**src/rtl/dmem_arbiter_if.sv**
```systemverilog
// rtl/dmem_arbiter_if.sv - CPU, host and data_mem signal bundle for dmem_arbiter
interface dmem_arbiter_if #(
  parameter int AW = 8,
  parameter int DW = 8
);
  logic          cpu_req;
  logic          cpu_we;
  logic [AW-1:0] cpu_adr;
  logic [DW-1:0] cpu_din;
  logic          cpu_stall;
  logic          cpu_rvalid;
  logic [DW-1:0] cpu_rdata;

  logic          host_req;
  logic          host_we;
  logic [AW-1:0] host_adr;
  logic [DW-1:0] host_din;
  logic          host_ready;
  logic          host_rvalid;
  logic [DW-1:0] host_rdata;

  logic [AW-1:0] mem_adr;
  logic [DW-1:0] mem_din;
  logic          mem_we;
  logic [DW-1:0] mem_dout;

  modport slave (
    input  cpu_req, cpu_we, cpu_adr, cpu_din,
    output cpu_stall, cpu_rvalid, cpu_rdata,
    input  host_req, host_we, host_adr, host_din,
    output host_ready, host_rvalid, host_rdata,
    output mem_adr, mem_din, mem_we,
    input  mem_dout
  );

  modport master (
    output cpu_req, cpu_we, cpu_adr, cpu_din,
    input  cpu_stall, cpu_rvalid, cpu_rdata,
    output host_req, host_we, host_adr, host_din,
    input  host_ready, host_rvalid, host_rdata,
    input  mem_adr, mem_din, mem_we,
    output mem_dout
  );
endinterface

```
**src/rtl/dmem_arbiter.sv**
```systemverilog
// rtl/dmem_arbiter.sv - single-port data_mem arbiter, CPU priority with guaranteed host bursts
module dmem_arbiter #(
  parameter int AW          = 8,
  parameter int DW          = 8,
  parameter int MAX_CPU_RUN = 4,
  parameter int HOST_BURST  = 2
) (
  input  logic           clk,
  input  logic           reset,
  dmem_arbiter_if.slave  bus
);
  localparam int RW = $clog2(MAX_CPU_RUN + 1);
  localparam int BW = $clog2(HOST_BURST + 1);

  typedef enum logic {CPU_PRI = 1'b0, HOST_PRI = 1'b1} state_t;

  state_t        state_q, state_d;
  logic [RW-1:0] run_cnt_q, run_cnt_d;
  logic [BW-1:0] beat_cnt_q, beat_cnt_d;
  logic          cpu_rvalid_q, cpu_rvalid_d;
  logic          host_rvalid_q, host_rvalid_d;
  logic [DW-1:0] cpu_rdata_q, cpu_rdata_d;
  logic [DW-1:0] host_rdata_q, host_rdata_d;
  logic          gnt_cpu, gnt_host;

  always_comb begin
    state_d    = state_q;
    run_cnt_d  = run_cnt_q;
    beat_cnt_d = beat_cnt_q;
    gnt_cpu    = 1'b0;
    gnt_host   = 1'b0;
    unique case (state_q)
      CPU_PRI: begin
        if (bus.cpu_req && bus.host_req) begin
          if (run_cnt_q == RW'(MAX_CPU_RUN)) begin
            gnt_host   = 1'b1;
            run_cnt_d  = '0;
            beat_cnt_d = BW'(1);
            state_d    = (HOST_BURST > 1) ? HOST_PRI : CPU_PRI;
          end else begin
            gnt_cpu   = 1'b1;
            run_cnt_d = run_cnt_q + 1'b1;
          end
        end else begin
          // Any cycle without contention breaks the CPU's run.
          gnt_cpu   = bus.cpu_req;
          gnt_host  = bus.host_req;
          run_cnt_d = '0;
        end
      end
      HOST_PRI: begin
        if (bus.host_req) begin
          gnt_host = 1'b1;
          if (beat_cnt_q < BW'(HOST_BURST)) beat_cnt_d = beat_cnt_q + 1'b1;
          if (int'(beat_cnt_q) + 1 >= HOST_BURST) state_d = CPU_PRI;
        end else begin
          gnt_cpu    = bus.cpu_req;
          beat_cnt_d = '0;
          run_cnt_d  = '0;
          state_d    = CPU_PRI;
        end
      end
      default: state_d = CPU_PRI;
    endcase
  end

  always_comb begin
    bus.mem_adr = '0;
    bus.mem_din = '0;
    bus.mem_we  = 1'b0;
    if (gnt_cpu) begin
      bus.mem_adr = bus.cpu_adr;
      bus.mem_din = bus.cpu_din;
      bus.mem_we  = bus.cpu_we & reset;
    end else if (gnt_host) begin
      bus.mem_adr = bus.host_adr;
      bus.mem_din = bus.host_din;
      bus.mem_we  = bus.host_we & reset;
    end
  end

  always_comb begin
    cpu_rvalid_d  = gnt_cpu & ~bus.cpu_we;
    host_rvalid_d = gnt_host & ~bus.host_we;
    cpu_rdata_d   = cpu_rvalid_d ? bus.mem_dout : cpu_rdata_q;
    host_rdata_d  = host_rvalid_d ? bus.mem_dout : host_rdata_q;
  end

  always_ff @(posedge clk) begin
    if (!reset) begin
      state_q       <= CPU_PRI;
      run_cnt_q     <= '0;
      beat_cnt_q    <= '0;
      cpu_rvalid_q  <= 1'b0;
      host_rvalid_q <= 1'b0;
      cpu_rdata_q   <= '0;
      host_rdata_q  <= '0;
    end else begin
      state_q       <= state_d;
      run_cnt_q     <= run_cnt_d;
      beat_cnt_q    <= beat_cnt_d;
      cpu_rvalid_q  <= cpu_rvalid_d;
      host_rvalid_q <= host_rvalid_d;
      cpu_rdata_q   <= cpu_rdata_d;
      host_rdata_q  <= host_rdata_d;
    end
  end

  assign bus.cpu_stall   = bus.cpu_req & ~gnt_cpu;
  assign bus.host_ready  = gnt_host;
  assign bus.cpu_rvalid  = cpu_rvalid_q;
  assign bus.cpu_rdata   = cpu_rdata_q;
  assign bus.host_rvalid = host_rvalid_q;
  assign bus.host_rdata  = host_rdata_q;
endmodule

```
**src/flat_wrapper.sv**
```systemverilog
// flat-port wrapper written by rule: the top's interface ports become plain ports
module dmem_arbiter_flat 
#(
  parameter int AW          = 8,
  parameter int DW          = 8,
  parameter int MAX_CPU_RUN = 4,
  parameter int HOST_BURST  = 2
)
  (clk, reset, bus_cpu_req, bus_cpu_we, bus_cpu_adr, bus_cpu_din, bus_cpu_stall, bus_cpu_rvalid, bus_cpu_rdata, bus_host_req, bus_host_we, bus_host_adr, bus_host_din, bus_host_ready, bus_host_rvalid, bus_host_rdata, bus_mem_adr, bus_mem_din, bus_mem_we, bus_mem_dout);
  dmem_arbiter_if #(.AW(AW), .DW(DW)) bus_i ();
  input  logic clk;
  input  logic reset;
  input wire logic [$bits(bus_i.cpu_req)-1:0] bus_cpu_req;
  input wire logic [$bits(bus_i.cpu_we)-1:0] bus_cpu_we;
  input wire logic [$bits(bus_i.cpu_adr)-1:0] bus_cpu_adr;
  input wire logic [$bits(bus_i.cpu_din)-1:0] bus_cpu_din;
  output wire logic [$bits(bus_i.cpu_stall)-1:0] bus_cpu_stall;
  output wire logic [$bits(bus_i.cpu_rvalid)-1:0] bus_cpu_rvalid;
  output wire logic [$bits(bus_i.cpu_rdata)-1:0] bus_cpu_rdata;
  input wire logic [$bits(bus_i.host_req)-1:0] bus_host_req;
  input wire logic [$bits(bus_i.host_we)-1:0] bus_host_we;
  input wire logic [$bits(bus_i.host_adr)-1:0] bus_host_adr;
  input wire logic [$bits(bus_i.host_din)-1:0] bus_host_din;
  output wire logic [$bits(bus_i.host_ready)-1:0] bus_host_ready;
  output wire logic [$bits(bus_i.host_rvalid)-1:0] bus_host_rvalid;
  output wire logic [$bits(bus_i.host_rdata)-1:0] bus_host_rdata;
  output wire logic [$bits(bus_i.mem_adr)-1:0] bus_mem_adr;
  output wire logic [$bits(bus_i.mem_din)-1:0] bus_mem_din;
  output wire logic [$bits(bus_i.mem_we)-1:0] bus_mem_we;
  input wire logic [$bits(bus_i.mem_dout)-1:0] bus_mem_dout;
  assign bus_i.cpu_req = bus_cpu_req;
  assign bus_i.cpu_we = bus_cpu_we;
  assign bus_i.cpu_adr = bus_cpu_adr;
  assign bus_i.cpu_din = bus_cpu_din;
  assign bus_cpu_stall = bus_i.cpu_stall;
  assign bus_cpu_rvalid = bus_i.cpu_rvalid;
  assign bus_cpu_rdata = bus_i.cpu_rdata;
  assign bus_i.host_req = bus_host_req;
  assign bus_i.host_we = bus_host_we;
  assign bus_i.host_adr = bus_host_adr;
  assign bus_i.host_din = bus_host_din;
  assign bus_host_ready = bus_i.host_ready;
  assign bus_host_rvalid = bus_i.host_rvalid;
  assign bus_host_rdata = bus_i.host_rdata;
  assign bus_mem_adr = bus_i.mem_adr;
  assign bus_mem_din = bus_i.mem_din;
  assign bus_mem_we = bus_i.mem_we;
  assign bus_i.mem_dout = bus_mem_dout;
  dmem_arbiter #(.AW(AW), .DW(DW), .MAX_CPU_RUN(MAX_CPU_RUN), .HOST_BURST(HOST_BURST)) u_core (.clk(clk), .reset(reset), .bus(bus_i));
endmodule
```
**config.mk**
```make
export PLATFORM = sky130hd
export DESIGN_NAME = dmem_arbiter_flat
export DESIGN_NICKNAME = d
export VERILOG_FILES = /design/src/rtl/dmem_arbiter_if.sv /design/src/rtl/dmem_arbiter.sv /design/src/flat_wrapper.sv
export SDC_FILE = /design/constraint.sdc
export NUM_CORES = 1
export LEC_CHECK = 0
export CORE_MARGIN = 4
export CORE_UTILIZATION = 35
export DETAILED_ROUTE_END_ITERATION = 10
export PLACE_DENSITY = 0.79
export SETUP_SLACK_MARGIN = 0.4
export SLEW_MARGIN = 10
export SYNTH_ARGS = -nofsm -noshare
export SYNTH_HDL_FRONTEND = slang
export SYNTH_SLANG_ARGS = --single-unit
```
**constraint.sdc**
```tcl
create_clock -name clk -period 1.83 [get_ports clk]
set_input_delay 0.183 -clock clk [delete_from_list [all_inputs] [get_ports clk]]
set_output_delay 0.183 -clock clk [all_outputs]
set_load 0.05 [all_outputs]
```
==> results of run 1 <==
## worst reg2reg max path, delay by kind of cell (launching register included)
kind            cells  cell delay [ns]
simple gates        1             0.07
fa+ha+maj           1             0.17
flops               1             0.37
buf+inv             4             0.51
compound gates      3             0.57
## report_power, final
group / internal [mW] / switching, mW / total (mW) / leakage [nW]
clock: 0.222 / 0.168 / 0.390 / 0.0279
sequential: 0.540 / 0.00978 / 0.550 / 0.197
combinational: 0.324 / 0.321 / 0.645 / 0.936
total: 1.09 / 0.499 / 1.58 / 1.16
## Yosys cell counts, drive strengths merged (3+ instances only)
master   n  area, um2
dfxtp   24        480
o21ai    9       45.0
inv      6       22.5
buf      6       53.8
nand2   13       48.8
a22o    16        140
nor2    13       48.8
nand3    9       45.0
a21oi    7       68.8
mux2i    8       80.1
ha       3       37.5
clkbuf   3       11.3
## sequential cells by signal, summed over array words and instances (netlist names)
signal	flops
u_core.beat_cnt_q	2
u_core.bus.cpu_rvalid	1
u_core.bus.cpu_rdata	8
u_core.bus.host_rvalid	1
u_core.bus.host_rdata	8
u_core.state_q	1
u_core.run_cnt_q	3
## worst paths after layout
kind / start / to / slack (ns)
setup / recovery: u_core.run_cnt_q[0]$_SDFFE_PN0P_ / bus_mem_din[0] / -0.17
setup reg to reg: u_core.run_cnt_q[0]$_SDFFE_PN0P_ / u_core.bus.cpu_rdata[3]$_SDFFE_PN0P_ / 0.06
hold reg to reg: u_core.bus.cpu_rdata[5]$_SDFFE_PN0P_ / u_core.bus.cpu_rdata[5]$_SDFFE_PN0P_ / 0.48
hold / removal: bus_mem_dout[2] / u_core.bus.cpu_rdata[2]$_SDFFE_PN0P_ / 0.45
## cells by family after synthesis
group / count (synthesis) / share of synthesized area, %
buffers and inverters: 15 / 7.10
multiplexers: 8 / 6.49
AND/OR/NAND/NOR: 42 / 15.3
adder cells (fa/ha/maj): 3 / 3.04
flip-flops: 24 / 38.9
AO/OA/AOI/OAI: 42 / 29.1
## stage by stage
stage / instance area (um2) / std cells
after floorplan: 1360 / 134
final: 2780 / 281
after detailed placement: 2430 / 261
after global routing: 2780 / 281
after CTS: 2620 / 274
after global placement: 2430 / 261
## layer usage
| layer | track usage [%] | vias to the layer above |
|---|---|---|
| met5 | 0 | - |
| met4 | 7.59 | 0 |
| met3 | 7.65 | 14 |
| met2 | 41.5 | 80 |
| met1 | 22.0 | 723 |
| li1 | - | 684 |
## repair_timing
action | CTS | global route
gates cloned | 1 | 2
endpoints found under the setup margin | 54 | 53
pin swaps | 7 | 8
buffers inserted | 8 | 5
hold buffers | 0 | 0
gates resized for setup | 39 | 44
## area by class of cell
cell class / instances / area (um2) / area share (%)
tap: 46 / 57.6 / 2.07
multi-input combinational: 95 / 895 / 32.1
inverter: 6 / 22.5 / 0.809
clock inverter: 1 / 30.0 / 1.08
sequential: 24 / 484 / 17.4
clock buffer: 3 / 22.5 / 0.809
timing repair buffer: 106 / 1270 / 45.7
==> metrics.txt, run 1 <==
average cell area after synthesis 9.21 um2; minimum clock period 2.00 ns; number of distinct library cells after synthesis 29; Worst Slack Setup Final -0.170 ns; residual antenna-violating net count after detailed routing 0; number of enable-type register cells in the synthesized netlist 0; crit end category output port; fin. max-slew vios 0; CP Buf/Inv Count 4; routed via count 1501; Post-Syn Instances 134; FF+latch count, synth 24; diode count 0; largest net degree at the start of global routing 21; Setup TNS -2.69 ns; CTS tree yes; top_reg_cell synth dfxtp_1; proportion of synthesized chip area in sequential cells 38.9%; Final setup viols 17; Total Wirelength 5500 um; final global-route overflow total 0; actual slew at the worst max-slew pin 0.504 ns; antenna violations before repair 0; portion of the clock cycle consumed by the worst path in the final layout 109%; die height 67.4 um; Total Routing Usage GR 21.9%; data required time at the worst endpoint 1.65 ns; Root Buffer Master clkbuf_4; post-synthesis instance area 1230 um2; Die Footprint 4540 um2; list of cells traversed by the critical path inv_2, ha_4, a21o_4, a21boi_4, buf_6, buf_8, a22o_4, buf_12; final routed wire length divided by cell count 19.6 um; clk_skew 0.0196 ns; count of buffers inserted at the top-level ports 82; met2 wire length 3050 um; ys async rst share 0%; pwr/cell area 569 nW/um2; violated checks setup timing; RSZ-0062 raised after global routing true; routed length on met3 413 um; Setup WS pre-CTS 0.0661 ns; maximum net fanout on the critical path 5; via count of the first global-routing pass 1644; final-report hold violation count 0; first-iteration detailed-routing DRC count 135; leak pwr 1.16 nW; number of remaining DRC errors 0; M1 wire length 1900 um; syn_nets 183; dpl hpwl 3450 um; routability cong. 0.802; proportion of layout cells with a drive suffix above 1 43.4%; uppermost layer routed met4; Fillers 188; status finished, violations left; Avg Vias per Cell 5.34; Top Ports 83; worst-path cell with the longest stage delay dfxtp_2; leading cell type in the layout, fill and taps excluded clkdlybuf4s50_1; maximum clock rate 0.500 GHz; number of buffers added by the clock tree synthesis step 3; number of placement rows 21; chip width 67.4 um; Initial Util 36.7%; highest-count cells in the layout ignoring fill and taps 44 x clkdlybuf4s50_1, 22 x buf_12, 21 x dfxtp_1; Max stage delay on crit path 0.37 ns; post-route core utilization 82.8%; final-stage net count 285; Arr. time, crit path 1.82 ns; H-tree depth reported by CTS 1; tightest hold margin 0.455 ns; worst ir drop on vdd 0.541 mV; relative slew slack 66.5%; first-pass GRT wire length 7510 um; clock transition at the registers of the reported paths 0.14 ns; detailed-routing iteration count for the pre-antenna-repair pass 4; Area growth syn-to-layout 126%; critical path depth 8; total clock sinks 24; Worst R2R Path Depth 9; Max Cap Violations 0; family with the most delay on the worst path compound AO/OA/AOI/OAI gates; Core Footprint 3360 um2; count of cells along the worst hold path 3; class of the worst hold path in -> reg; clock buffer depth 2; total power consumption of the routed design 1.58 mW; clock latency of the later-clocked register in the worst-skew pair 0.33 ns; crit path launch type register; number of synthesis warnings 0; critical path start-end classification reg -> out
No activity file was read; power rests on OpenSTA's default activity.
==> inputs of run 2 (changes only) <==
Settings changed: SLEW_MARGIN 10 to unset.
==> results of run 2 <==
The final DEF is identical to that of run 1; final timing and power are the same.
==> inputs of run 3 (changes only) <==
Settings changed: CTS_BUF_LIST set to sky130_fd_sc_hd__clkbuf_16, SKIP_CTS_REPAIR_TIMING set to 1.
==> run 3 against run 2 <==
Net effect: the flow still finishes with violations (setup timing); maximum frequency is 4.4% higher; flip-flop and latch count unchanged; first-iteration DRC count fell by 23%.
==> metrics.txt, run 3 (synthesized netlist as in run 1, its figures left out) <==
Worst R2R Start u_core.run_cnt_q[0]$_SDFFE_PN0P_; largest net degree at the start of global routing 21 (unchanged); Worst R2R Path Depth 8 (-1); list of cells traversed by the critical path inv_2, ha_4, a21o_4, a21boi_4, buf_8, a22o_4, buf_12; Max Cap Violations 0 (unchanged); Total Routing Usage GR 20.9% (-1.0 points); R2R Setup Slk 0.20 ns (+0.14 ns); detailed-routing iteration count for the pre-antenna-repair pass 4 (unchanged); Arr. time, crit path 1.73 ns (-0.09 ns); total area of multi-input combinational cells 885 um2 (-1.1%); via count of the first global-routing pass 1597 (-2.9%); clock transition at the registers of the reported paths 0.06 ns (-0.08 ns); routability cong. 0.802 (unchanged); clk_skew 0.00202 ns (-0.0175 ns); CTS tree yes; class of the worst hold path in -> reg; Avg Vias per Cell 5.28 (-1.1%); violated checks setup timing; number of placement rows 21 (unchanged); Sequential cell area 487 um2 (+0.52%); relative slew slack 64.0% (-2.5 points); residual antenna-violating net count after detailed routing 0 (unchanged); RSZ-0062 raised after global routing true; data required time at the worst endpoint 1.65 ns (about the same); Setup WS pre-CTS 0.0661 ns (unchanged); dpl hpwl 3450 um (unchanged); Worst Slack Setup Final -0.0847 ns (+0.0849 ns); Top Ports 83 (unchanged); number of buffers added by the clock tree synthesis step 3 (unchanged); count of buffers inserted at the top-level ports 82 (unchanged); status finished, violations left; maximum clock rate 0.522 GHz (+4.4%); first-pass GRT wire length 7190 um (-4.3%); crit path launch type register; Max stage delay on crit path 0.37 ns (about the same); post-route core utilization 83.8% (+1.0 points); final-report hold violation count 0 (unchanged); total clock sinks 24 (unchanged); pwr/cell area 648 nW/um2 (+14%); clock buffer depth 2 (unchanged); portion of the clock cycle consumed by the worst path in the final layout 105% (-4.6 points); worst ir drop on vdd 0.529 mV (-2.2%); antenna violations before repair 0 (unchanged); critical path start-end classification reg -> out; Core Footprint 3360 um2 (unchanged); final global-route overflow total 0 (unchanged); Initial Util 36.7% (unchanged); capturing element of the worst setup path bus_mem_din[0]; Total Wirelength 5530 um (+0.58%); die height 67.4 um (unchanged); placed cell count 261 (unchanged); proportion of layout cells with a drive suffix above 1 35.5% (-7.9 points); leading cell type in the layout, fill and taps excluded clkdlybuf4s50_1; chip width 67.4 um (unchanged); clock latency of the later-clocked register in the worst-skew pair 0.26 ns (-0.07 ns); final-stage net count 278 (-2.5%); number of remaining DRC errors 0 (unchanged); crit end category output port; Fillers 178 (-5.3%); Final setup viols 17 (unchanged); fin. max-slew vios 0 (unchanged); first-iteration detailed-routing DRC count 104 (-23%); crit path launch u_core.run_cnt_q[0]$_SDFFE_PN0P_; routed via count 1447 (-3.6%); H-tree depth reported by CTS 1 (unchanged); maximum net fanout on the critical path 10 (+5); destination of the worst register-to-register timing path u_core.bus.cpu_rdata[6]$_SDFFE_PN0P_; Area growth syn-to-layout 128%; Die Footprint 4540 um2 (unchanged); highest-count cells in the layout ignoring fill and taps 43 x clkdlybuf4s50_1, 22 x buf_12, 21 x dfxtp_1; leak pwr 1.43 nW (+23%); Root Buffer Master clkbuf_16; worst-path cell with the longest stage delay dfxtp_4; minimum clock period 1.91 ns (-0.0849 ns); actual slew at the worst max-slew pin 0.539 ns (+0.0353 ns); diode count 0 (unchanged); final routed wire length divided by cell count 20.2 um (+3.2%); Post-Layout Cell Count 274 (-2.5%)
-- run 3: how the worst min path moves through the flow --
| stage | start | to | slack (ns) | cells after the start |
|---|---|---|---|---|
| finish | bus_host_req | u_core.state_q$_SDFF_PN0_ | 0.45 | 4 |
| floorplan | bus_mem_dout[0] | u_core.bus.cpu_rdata[0]$_SDFFE_PN0P_ | 0.31 | 2 |
| global placement | u_core.bus.cpu_rdata[0]$_SDFFE_PN0P_ | u_core.bus.cpu_rdata[0]$_SDFFE_PN0P_ | 0.45 | 2 |
| global route | u_core.bus.cpu_rdata[1]$_SDFFE_PN0P_ | u_core.bus.cpu_rdata[1]$_SDFFE_PN0P_ | 0.48 | 2 |
| CTS | u_core.bus.cpu_rdata[7]$_SDFFE_PN0P_ | u_core.bus.cpu_rdata[7]$_SDFFE_PN0P_ | 0.47 | 2 |
| detailed placement | u_core.bus.cpu_rdata[7]$_SDFFE_PN0P_ | u_core.bus.cpu_rdata[7]$_SDFFE_PN0P_ | 0.45 | 2 |
-- run 3: layout make-up --
cell class | instances | area share, %
clock buffers | 3 | 2.66
flip-flops and latches | 24 | 17.3
clock inverters | 1 | 1.07
repair buffers | 99 | 44.8
multi-input cells | 95 | 31.4
well taps | 46 | 2.04
inverters | 6 | 0.799
-- run 3: where the power goes --
part | internal (mW) | leakage (nW) | switching [mW]
clock | 0.435 | 0.0511 | 0.195
combinational | 0.325 | 1.18 | 0.321
sequential | 0.539 | 0.197 | 0.0104
-- run 3: critical path: cells and delay by family, from the launching register on --
family	cells	cell delay, ns
adder cells (fa/ha/maj)	1	0.17
buffers and inverters	3	0.36
flip-flops	1	0.37
AO/OA/AOI/OAI	3	0.58
-- run 3: layer usage --
| metal | share of wire [%] | GRT usage [%] |
|---|---|---|
| met1 | 35 | 20.6 |
| met2 | 54 | 39.8 |
| met3 | 8.3 | 7.49 |
| met4 | 3.1 | 7.34 |
| met5 | 0 | 0 |
-- run 3: through the flow --
| step | TNS [ns] | total power, mW | instance area (um2) | hold slack, ns |
|---|---|---|---|---|
| after floorplan | 0 | 0.854 | 1360 | 0.313 |
| after global placement | 0 | 1.14 | 2430 | 0.446 |
| after detailed placement | 0 | 1.15 | 2430 | 0.452 |
| after CTS | -1.72 | 1.76 | 2540 | 0.472 |
| after global routing | -2.03 | 1.88 | 2820 | 0.480 |
| final | -1.13 | 1.83 | 2820 | 0.452 |
